===== src/rtl/regfile_wb_arbiter_pkg.sv =====
// -----------------------------------------------------------------------------
// regfile_wb_arbiter_pkg
// Shared RISC-V register-file definitions (riscv_def) used by the writeback
// arbiter and its scoreboard:
//   RS_WIDTH       - register index width
//   REG_DATA_WIDTH - register data width
//   REG_SIZE       - number of architectural registers
//   arb_state_t    - writeback arbiter FSM state encoding
// -----------------------------------------------------------------------------
package regfile_wb_arbiter_pkg;

    localparam int RS_WIDTH       = 5;
    localparam int REG_DATA_WIDTH = 32;
    localparam int REG_SIZE       = 1 << RS_WIDTH;

    typedef enum logic [0:0] {
        ST_NORMAL  = 1'b0,
        ST_FORCE_B = 1'b1
    } arb_state_t;

endpackage


===== src/rtl/regfile_wb_arbiter_wb_scoreboard.sv =====
// -----------------------------------------------------------------------------
// wb_scoreboard
// Per-register pending-write scoreboard. A bit is set when a multi-cycle op
// targeting that register issues and cleared when its writeback retires.
// Ports:
//   clk, rst_n              - clock, asynchronous active-low reset
//   i_issue_valid/i_issue_rd - multi-cycle op issued to rd
//   i_retire_valid/i_retire_rd - multi-cycle writeback accepted for rd
//   o_busy                  - one pending bit per register (bit 0 always 0)
// -----------------------------------------------------------------------------
module wb_scoreboard
    import regfile_wb_arbiter_pkg::*;
#(
    parameter int RS_W = RS_WIDTH
) (
    input  logic                 clk,
    input  logic                 rst_n,
    input  logic                 i_issue_valid,
    input  logic [RS_W-1:0]      i_issue_rd,
    input  logic                 i_retire_valid,
    input  logic [RS_W-1:0]      i_retire_rd,
    output logic [2**RS_W-1:0]   o_busy
);

    localparam int unsigned NREG = 2**RS_W;

    logic [NREG-1:0] r_busy;
    logic [NREG-1:0] w_busy_next;

    // Retire is applied first so a same-cycle issue to the same rd wins.
    always_comb begin
        w_busy_next = r_busy;
        for (int unsigned r = 1; r < NREG; r++) begin
            if (i_retire_valid && (i_retire_rd == RS_W'(r)))
                w_busy_next[r] = 1'b0;
            if (i_issue_valid && (i_issue_rd == RS_W'(r)))
                w_busy_next[r] = 1'b1;
        end
        w_busy_next[0] = 1'b0;
    end

    always_ff @(posedge clk or negedge rst_n) begin
        if (!rst_n)
            r_busy <= '0;
        else
            r_busy <= w_busy_next;
    end

    assign o_busy = r_busy;

endmodule


===== src/rtl/regfile_wb_arbiter.sv =====
// -----------------------------------------------------------------------------
// regfile_wb_arbiter
// Arbitrates the single register-file write port between the pipeline (A,
// priority) and a multi-cycle unit (B). B is forced through after being
// refused STARVE_LIMIT consecutive cycles. Writes are registered one cycle
// after the handshake; writes to x0 are accepted and dropped.
// Ports:
//   clk, rst_n                    - clock, asynchronous active-low reset
//   a_valid/a_rd/a_data, a_ready  - pipeline writeback request
//   b_valid/b_rd/b_data, b_ready  - multi-cycle writeback request
//   issue_valid/issue_rd          - multi-cycle op issued (scoreboard set)
//   wr_en/wr_rd/wr_data           - register-file write port
//   busy                          - per-register pending-write scoreboard
// -----------------------------------------------------------------------------
module regfile_wb_arbiter
    import regfile_wb_arbiter_pkg::*;
#(
    parameter int DATA_W       = REG_DATA_WIDTH,
    parameter int RS_W         = RS_WIDTH,
    parameter int STARVE_LIMIT = 4
) (
    input  logic                 clk,
    input  logic                 rst_n,
    input  logic                 a_valid,
    input  logic [RS_W-1:0]      a_rd,
    input  logic [DATA_W-1:0]    a_data,
    output logic                 a_ready,
    input  logic                 b_valid,
    input  logic [RS_W-1:0]      b_rd,
    input  logic [DATA_W-1:0]    b_data,
    output logic                 b_ready,
    input  logic                 issue_valid,
    input  logic [RS_W-1:0]      issue_rd,
    output logic                 wr_en,
    output logic [RS_W-1:0]      wr_rd,
    output logic [DATA_W-1:0]    wr_data,
    output logic [2**RS_W-1:0]   busy
);

    localparam int CNT_W = $clog2(STARVE_LIMIT + 1);

    arb_state_t          r_state;
    arb_state_t          w_state_next;
    logic [CNT_W-1:0]    r_starve_cnt;
    logic [CNT_W-1:0]    w_starve_cnt_next;
    logic                w_a_grant;
    logic                w_b_grant;

    logic                r_wr_en;
    logic [RS_W-1:0]     r_wr_rd;
    logic [DATA_W-1:0]   r_wr_data;

    always_comb begin
        w_a_grant         = 1'b0;
        w_b_grant         = 1'b0;
        w_state_next      = r_state;
        w_starve_cnt_next = '0;

        unique case (r_state)
            ST_NORMAL: begin
                if (a_valid)      w_a_grant = 1'b1;
                else if (b_valid) w_b_grant = 1'b1;
            end
            ST_FORCE_B: begin
                if (b_valid)      w_b_grant = 1'b1;
                else if (a_valid) w_a_grant = 1'b1;
            end
            default: ;
        endcase

        // Readies are held low for as long as reset is asserted.
        if (!rst_n) begin
            w_a_grant = 1'b0;
            w_b_grant = 1'b0;
        end

        if (b_valid && !w_b_grant) begin
            if (r_starve_cnt < CNT_W'(STARVE_LIMIT))
                w_starve_cnt_next = r_starve_cnt + 1'b1;
            else
                w_starve_cnt_next = r_starve_cnt;
        end

        // Switching on the next count lets the forced B grant land on the
        // cycle right after the STARVE_LIMIT-th refusal.
        unique case (r_state)
            ST_NORMAL:  if (w_starve_cnt_next == CNT_W'(STARVE_LIMIT)) w_state_next = ST_FORCE_B;
            ST_FORCE_B: if (w_b_grant || !b_valid)                     w_state_next = ST_NORMAL;
            default:    w_state_next = ST_NORMAL;
        endcase
    end

    always_ff @(posedge clk or negedge rst_n) begin
        if (!rst_n) begin
            r_state      <= ST_NORMAL;
            r_starve_cnt <= '0;
        end else begin
            r_state      <= w_state_next;
            r_starve_cnt <= w_starve_cnt_next;
        end
    end

    always_ff @(posedge clk or negedge rst_n) begin
        if (!rst_n) begin
            r_wr_en   <= 1'b0;
            r_wr_rd   <= '0;
            r_wr_data <= '0;
        end else begin
            r_wr_en <= 1'b0;
            if (w_a_grant) begin
                r_wr_en   <= (a_rd != '0);
                r_wr_rd   <= a_rd;
                r_wr_data <= a_data;
            end else if (w_b_grant) begin
                r_wr_en   <= (b_rd != '0);
                r_wr_rd   <= b_rd;
                r_wr_data <= b_data;
            end
        end
    end

    wb_scoreboard #(
        .RS_W (RS_W)
    ) u_scoreboard (
        .clk            (clk),
        .rst_n          (rst_n),
        .i_issue_valid  (issue_valid),
        .i_issue_rd     (issue_rd),
        .i_retire_valid (w_b_grant),
        .i_retire_rd    (b_rd),
        .o_busy         (busy)
    );

    assign a_ready = w_a_grant;
    assign b_ready = w_b_grant;
    assign wr_en   = r_wr_en;
    assign wr_rd   = r_wr_rd;
    assign wr_data = r_wr_data;

endmodule


===== config.mk =====
export PLATFORM = sky130hd
export DESIGN_NAME = regfile_wb_arbiter
export DESIGN_NICKNAME = d
export VERILOG_FILES = /design/src/rtl/regfile_wb_arbiter_pkg.sv /design/src/rtl/regfile_wb_arbiter_wb_scoreboard.sv /design/src/rtl/regfile_wb_arbiter.sv
export SDC_FILE = /design/constraint.sdc
export NUM_CORES = 1
export LEC_CHECK = 0
export ABC_AREA = 1
export CAP_MARGIN = 40
export CORE_MARGIN = 10
export CORE_UTILIZATION = 41
export DETAILED_ROUTE_END_ITERATION = 10
export PLACE_DENSITY = 0.87
export SLEW_MARGIN = 0
export SYNTH_ARGS = -nofsm -noshare
export SYNTH_HDL_FRONTEND = slang
export SYNTH_SLANG_ARGS = --single-unit
export TNS_END_PERCENT = 30

===== constraint.sdc =====
create_clock -name clk -period 1.5 [get_ports clk]
set_input_delay 0.3 -clock clk [delete_from_list [all_inputs] [get_ports clk]]
set_output_delay 0.3 -clock clk [all_outputs]
set_load 0.02 [all_outputs]

==> results.md, run 1 <==
- Worst hold path type: in -> async
- Buf+Inv Stages, Crit Path: 2
- TritonCTS Sinks: 73
- Worst skew pair latency: 0.34 ns
- Yosys warning count: 0
- Post-synthesis register bit count: 73
- Critical Path, Cell by Cell: inv_1, a21oi_4, buf_6
- H-tree depth: 3
- Overall routing resource usage: 19.22%
- Row count: 32
- Worst vdd rail ir drop: 0.5746 mV
- Post-synth top cells: nand2_1, dfrtp_1, nand3_1
- Post-Route WL: 12090 microns
- Run status: finished, final reports clean
- Synth async-reset ratio: 100.0%
- Synth Net Count: 513
- Sum of negative setup slack: 0 ns
- Largest net degree at the start of global routing: 66
- DP Wirelength: 9075 microns
- Number of synthesized flops with an enable pin: 0
- Avg Inst Size Synth: 7.782 sq um
- DRC viols: 0
- Vias in the first global route: 3655
- Initial drt markers: 179
- Routability cong.: 0.9271
- Synthesis-to-layout area growth: 61.16%
- Ports: 156
- Die X: 110.1 microns
- First-pass GRT wire length: 18250 microns
- Pwr dens: 1139 nW/um^2
- Pleak: 0.002628 uW
- Crit-path leading delay family: flip-flops
- Setup CP Type: reg -> out
- DR WL/cell: 16.88 microns
- Max incr delay on CP: 0.39 ns
- Initial Util: 42.66%
- Total number of vias: 3586
- Share of the synthesized area in the top cell type: 54.85%
- Worst R2R Path Depth: 6
- Final nets: 694
- Synth cell types: 22
- Ant diodes: 0
- Fin util: 68.75%
- WP data arrival: 1.19 ns
- Vias/cell: 5.008
- Num CTS Buffers: 9
- Maxcap violations: 0
- Number of nets with antenna violations after routing: 0
- CTS tree: done
- Highest clock rate: 673.0 MHz
- Crit Path Max Fanout: 3
- Layout cells sized above 1: 9.121%
- Seq/Total Area, Yosys: 54.85%
- Worst EP required: 1.20 ns
- Final Hold Viols: 0
- Final Max Tran Viols: 0
- Reg2Reg Setup Slack: 0.13 ns
- Antenna violations before repair: 0
- Area contributors post-synth: dfrtp_1, nand2_1, nand3_1
- Period utilization: 99.05%
- Worst Setup Start Kind: register
- Grt ovf: 0
- Most common cell in the netlist: nand2_1
- RR Endpoint: r_starve_cnt[2]
- DR pass1 iterations: 7
- Die Y: 110.1 microns
- Critical Path Stages: 3
- Post-synth top flop: dfrtp_1
- Maximum clock insertion buffer count: 2
- Gate Count Post-Synth: 428
- Worst slew pin tran: 0.8267 ns
- CORE AREA: 7807 sq um
- Crit. End Element: output pin
- Fin crit period: 1.486 ns
- Synthesized cell area: 3331 sq um
- Reg2reg start: r_state
- Final setup vio count: 0
- Slew HR: 44.89%
- Die footprint: 12130 sq um
- Post-synth top area cell: dfrtp_1
- Clock transition at path regs: 0.08 ns
- Root buf cell: clkbuf_8
- IO buf count: 154
- Clk_skew: 0.008233 ns
- Worst path slowest cell: dfrtp_1
- RSZ-0062 raised after global routing: yes
- Hold WS: 0.2813 ns
how the worst max path moves through the flow:
stage | startpoint | slack, ns | to
floorplan | r_state | 0.32 | b_ready
global placement | a_valid | -0.55 | wr_data[30]
detailed placement | a_valid | -0.62 | wr_data[12]
CTS | a_valid | -0.18 | b_ready
global route | r_state | -0.02 | b_ready
finish | r_state | 0.01 | b_ready
state kept, by name (all words and copies together), names as in the netlist:
register,flops
wr_data,32
r_state,1
wr_en,1
r_starve_cnt,3
wr_rd,5
u_scoreboard.o_busy,31
cell families after synthesis:
logic type | Yosys count | share of synthesized area [%]
other | 1 | 0.1126
AO/OA/AOI/OAI | 37 | 5.785
buffers and inverters | 35 | 5.109
flip-flops | 73 | 54.85
adder cells (fa/ha/maj) | 1 | 0.3756
AND/OR/NAND/NOR | 281 | 33.77
cells in the final DEF (no fill, tap or decap), drive strengths merged, types with 2 or more instances in the layout:
cell type / netlist / routed
a21oi: 4 / 4
buf: 14 / 33
bufinv: 0 / 2
clkbuf: 2 / 10
clkdlybuf4s50: 0 / 80
clkinvlp: 0 / 2
dfrtp: 73 / 73
dlygate4sd2: 0 / 69
dlymetal6s2s: 0 / 2
inv: 19 / 20
nand2: 211 / 211
nand3: 39 / 39
nor2: 28 / 29
o21ai: 33 / 33
report_power, final:
group | internal [uW] | leakage [uW] | switching (uW)
Combinational | 768 | 0.00164 | 1090
Sequential | 2320 | 0.000880 | 189
Clock | 985 | 0.000109 | 760
Total | 4080 | 0.00263 | 2040
per-layer routing:
layer	GRT usage (%)	part of all wire [%]	up-vias
li1	-	-	1705
met1	22.05	39	1667
met2	33.28	48	192
met3	6.036	12	22
met4	6.422	1.8	0
met5	0	0	-
worst min-delay path: cells and delay by family:
kind,cells,cell delay (ns)
buffers and inverters,3,0.85
final cells by class:
type / count / area (sq um)
well taps: 102 / 127.6
fillers: 651 / 2440
clock inverters: 6 / 88.84
repair buffers: 185 / 1753
flip-flops and latches: 73 / 1827
inverters: 19 / 71.32
multi-input cells: 321 / 1363
clock buffers: 10 / 137.6
through the flow:
stage                     instances  power (uW)  cell area, sq um  worst slack [ns]
final                           716        6111              5368           0.01418
after detailed placement        694        4643              5134           -0.6234
after CTS                       714        6158              5321           -0.1769
after global routing            716        6416              5368          -0.02165
after global placement          694        4585              5134           -0.5521
after floorplan                 428        3401              3331            0.3220
what timing repair did:
action	in CTS	in global routing
hold buffers	1	0
gates cloned	1	0
gates resized for setup	79	11
setup endpoints to repair	108	23
hold endpoints to repair	8	0
pin swaps	1	3
setup buffers	2	2
Note: power is estimated with default switching activity, not from simulation.
==> run 2: changes to the inputs <==
Settings changed: CORE_MARGIN 10 to unset, CORE_UTILIZATION 41 to 42, SKIP_CTS_REPAIR_TIMING set to 1, SYNTH_HIERARCHICAL set to 1.
==> results.md, run 2 <==
- Run status: finished with violations
- Failing checks: setup timing
- Largest net degree at the start of global routing: 69 (+4.5%)
- Maximum clock insertion buffer count: 2 (unchanged)
- Share of the synthesized area in the top cell type: 50.66% (-4.2 points)
- Slew HR: 43.08% (-1.8 points)
- Sum of negative setup slack: -0.02621 ns (-0.02621 ns)
- Root buf cell: clkbuf_8
- Reg2reg start: r_state
- RR Endpoint: u_scoreboard/o_busy[3]
- Worst vdd rail ir drop: 0.7257 mV (+26%)
- Pwr dens: 1092 nW/um^2 (-4.1%)
- Number of nets with antenna violations after routing: 0 (unchanged)
- Final Hold Viols: 0 (unchanged)
- Crit. End Element: output pin
- Seq/Total Area, Yosys: 50.66% (-4.2 points)
- DR pass1 iterations: 5 (-2)
- Avg Inst Size Synth: 7.908 sq um (+1.6%)
- Crit Path Max Fanout: 4 (+1)
- Final Max Tran Viols: 0 (unchanged)
- Period utilization: 101.6% (+2.5 points)
- Worst skew pair latency: 0.34 ns (about the same)
- Fin util: 70.80% (+2.1 points)
- Worst slack at placement: -0.5105 ns (+0.1129 ns)
- Sw frac: 31.17% (-2.1 points)
- Internal power: 4396 uW (+7.9%)
- Number of synthesized flops with an enable pin: 0 (unchanged)
- Overall routing resource usage: 24.96% (+5.7 points)
- Initial drt markers: 192 (+7.3%)
- Grt ovf: 0 (unchanged)
- Fin crit period: 1.524 ns (+0.03821 ns)
- Num CTS Buffers: 9 (unchanged)
- DRC viols: 0 (unchanged)
- Pleak: 0.003399 uW (+29%)
- Ant diodes: 0 (unchanged)
- DR WL/cell: 15.75 microns (-6.7%)
- Yosys warning count: 6 (+6)
- Clk_skew: 0.004176 ns (-0.004057 ns)
- TritonCTS Sinks: 73 (unchanged)
- Initial Util: 43.67% (+1.0 points)
- Setup CP Type: reg -> out
- IO buf count: 154 (unchanged)
- Worst hold path type: in -> async
- Vias in the first global route: 3592 (-1.7%)
- Clk pwr share: 29.2% (+0.6 points)
- Layout cells sized above 1: 14.06% (+4.9 points)
- Die footprint: 8961 sq um (-26%)
- Highest clock rate: 656.2 MHz (-2.5%)
- Die Y: 94.66 microns (-14%)
- Synthesized cell area: 3606 sq um (+8.3%)
- Post-synth top cells: nand2_1, nand3_1, dfrtp_1
- Setup WS post-layout: -0.02403 ns (-0.03821 ns)
- Ports: 156 (unchanged)
- RSZ-0062 raised after global routing: yes
- Final total power: 6387 uW (+4.5%)
- Seq pwr share: 39.4% (-1.7 points)
- Worst Setup Start Kind: register
- Routability cong.: 0.8843 (-4.6%)
- Synth cell types: 23 (+4.5%)
- Placed cells: 717 (+3.3%)
- Final setup vio count: 2 (+2)
- Synth async-reset ratio: 100.0% (unchanged)
- Synthesis-to-layout area growth: 62.14%
- Vias/cell: 5.199 (+3.8%)
- Worst slew pin tran: 0.8538 ns (+0.02708 ns)
- Synth Net Count: 541 (+5.5%)
- Maxcap violations: 0 (unchanged)
- CORE AREA: 8258 sq um (+5.8%)
- Antenna violations before repair: 0 (unchanged)
- Die X: 94.66 microns (-14%)
- Worst EP required: 1.20 ns (about the same)
- Most common cell after layout, fill and taps aside: nand2_1
- CTS tree: done
- Post-synthesis register bit count: 73 (unchanged)
- Post-Route WL: 11630 microns (-3.8%)
- Final nets: 714 (+2.9%)
- Worst R2R Path Depth: 11 (+5)
- Total number of vias: 3837 (+7.0%)
- Reg2Reg Setup Slack: 0.05 ns (-0.08 ns)
- Area contributors post-synth: dfrtp_1, nand2_1, nand3_1
- Commonest non-fill, non-tap cells in the layout: nand2_1, nand3_1, clkdlybuf4s50_1, dfrtp_1, dlymetal6s2s_1
- WP data arrival: 1.22 ns (+0.03 ns)
- Row count: 33 (+3.1%)
- Critical Path Start: r_state
- H-tree depth: 3 (unchanged)
- DP Wirelength: 7907 microns (-13%)
- First-pass GRT wire length: 17060 microns (-6.5%)
- Clock transition at path regs: 0.07 ns (about the same)
- Post-synth top area cell: dfrtp_1
- Gate Count Post-Synth: 456 (+6.5%)
- Post-synth top flop: dfrtp_1
- Fill count: 571 (-12%)
- Switch Pwr: 1991 uW (-2.2%)
- Most common cell in the netlist: nand2_1
- Fin cells: 738 (+3.1%)
- Combinational Power Share: 31.4% (+1.1 points)
- Max reg flops: 32 (unchanged)
run 2: layer usage:
| metal | share of wire [%] | up-vias | track usage, % |
|---|---|---|---|
| li1 | - | 1798 | - |
| met1 | 39 | 1818 | 29.78 |
| met2 | 49 | 199 | 41.01 |
| met3 | 9.4 | 22 | 7.729 |
| met4 | 2.3 | 0 | 11.74 |
| met5 | 0 | - | 0 |
run 2: final cells by class:
type / count / area [sq um] / share of cell area, %
timing repair buffer: 182 / 1976 / 33.79
sequential: 73 / 1828 / 31.26
multi-input combinational: 341 / 1578 / 26.98
clock buffer: 10 / 137.6 / 2.354
tap: 105 / 131.4 / 2.247
clock inverter: 5 / 103.9 / 1.776
inverter: 21 / 86.33 / 1.477
timing repair inverter: 1 / 6.256 / 0.1070
run 2: worst max-delay path, stage by stage (launching register included):
cell and delay (ns):
dfrtp_2 0.44, buf_4 0.15, a21oi_4 0.15, buf_6 0.14
run 2: worst max path at each step:
stage / endpoint / slack [ns] / cells past startpoint
floorplan: u_scoreboard/o_busy[4] / 0.06 / 11
global placement: a_ready / -0.49 / 4
detailed placement: a_ready / -0.51 / 4
CTS: b_ready / -0.52 / 5
global route: a_ready / -0.08 / 3
finish: a_ready / -0.02 / 3
run 2: logic make-up (layout without fill, tap and decap cells):
| group | Yosys count | after routing | share of synthesized area, % |
|---|---|---|---|
| other | 1 | 1 | 0.1040 |
| AOI/OAI and AO/OA | 6 | 6 | 0.9368 |
| adders and majority gates | 1 | 1 | 0.3469 |
| and+or+nand+nor | 333 | 333 | 41.60 |
| buffers and inverters | 42 | 219 | 6.349 |
| DFF | 73 | 73 | 50.66 |
run 2: per-stage QoR:
step                instance area [sq um]  hold WS, ns
global route                         5847       0.2635
CTS                                  5563      -0.1425
detailed placement                   5321       0.2399
floorplan                            3608     0.004409
global placement                     5321       0.2254
finish                               5847       0.1912
run 2: power groups by stage:
| stage | clock network [uW] | logic, uW | registers [uW] |
|---|---|---|---|
| after detailed placement | 0 | 2050 | 2550 |
| after global placement | 0 | 2010 | 2550 |
| after CTS | 1910 | 2060 | 2530 |
| final | 1870 | 2000 | 2520 |
| after floorplan | 0 | 491 | 2950 |
| after global routing | 2000 | 2140 | 2550 |
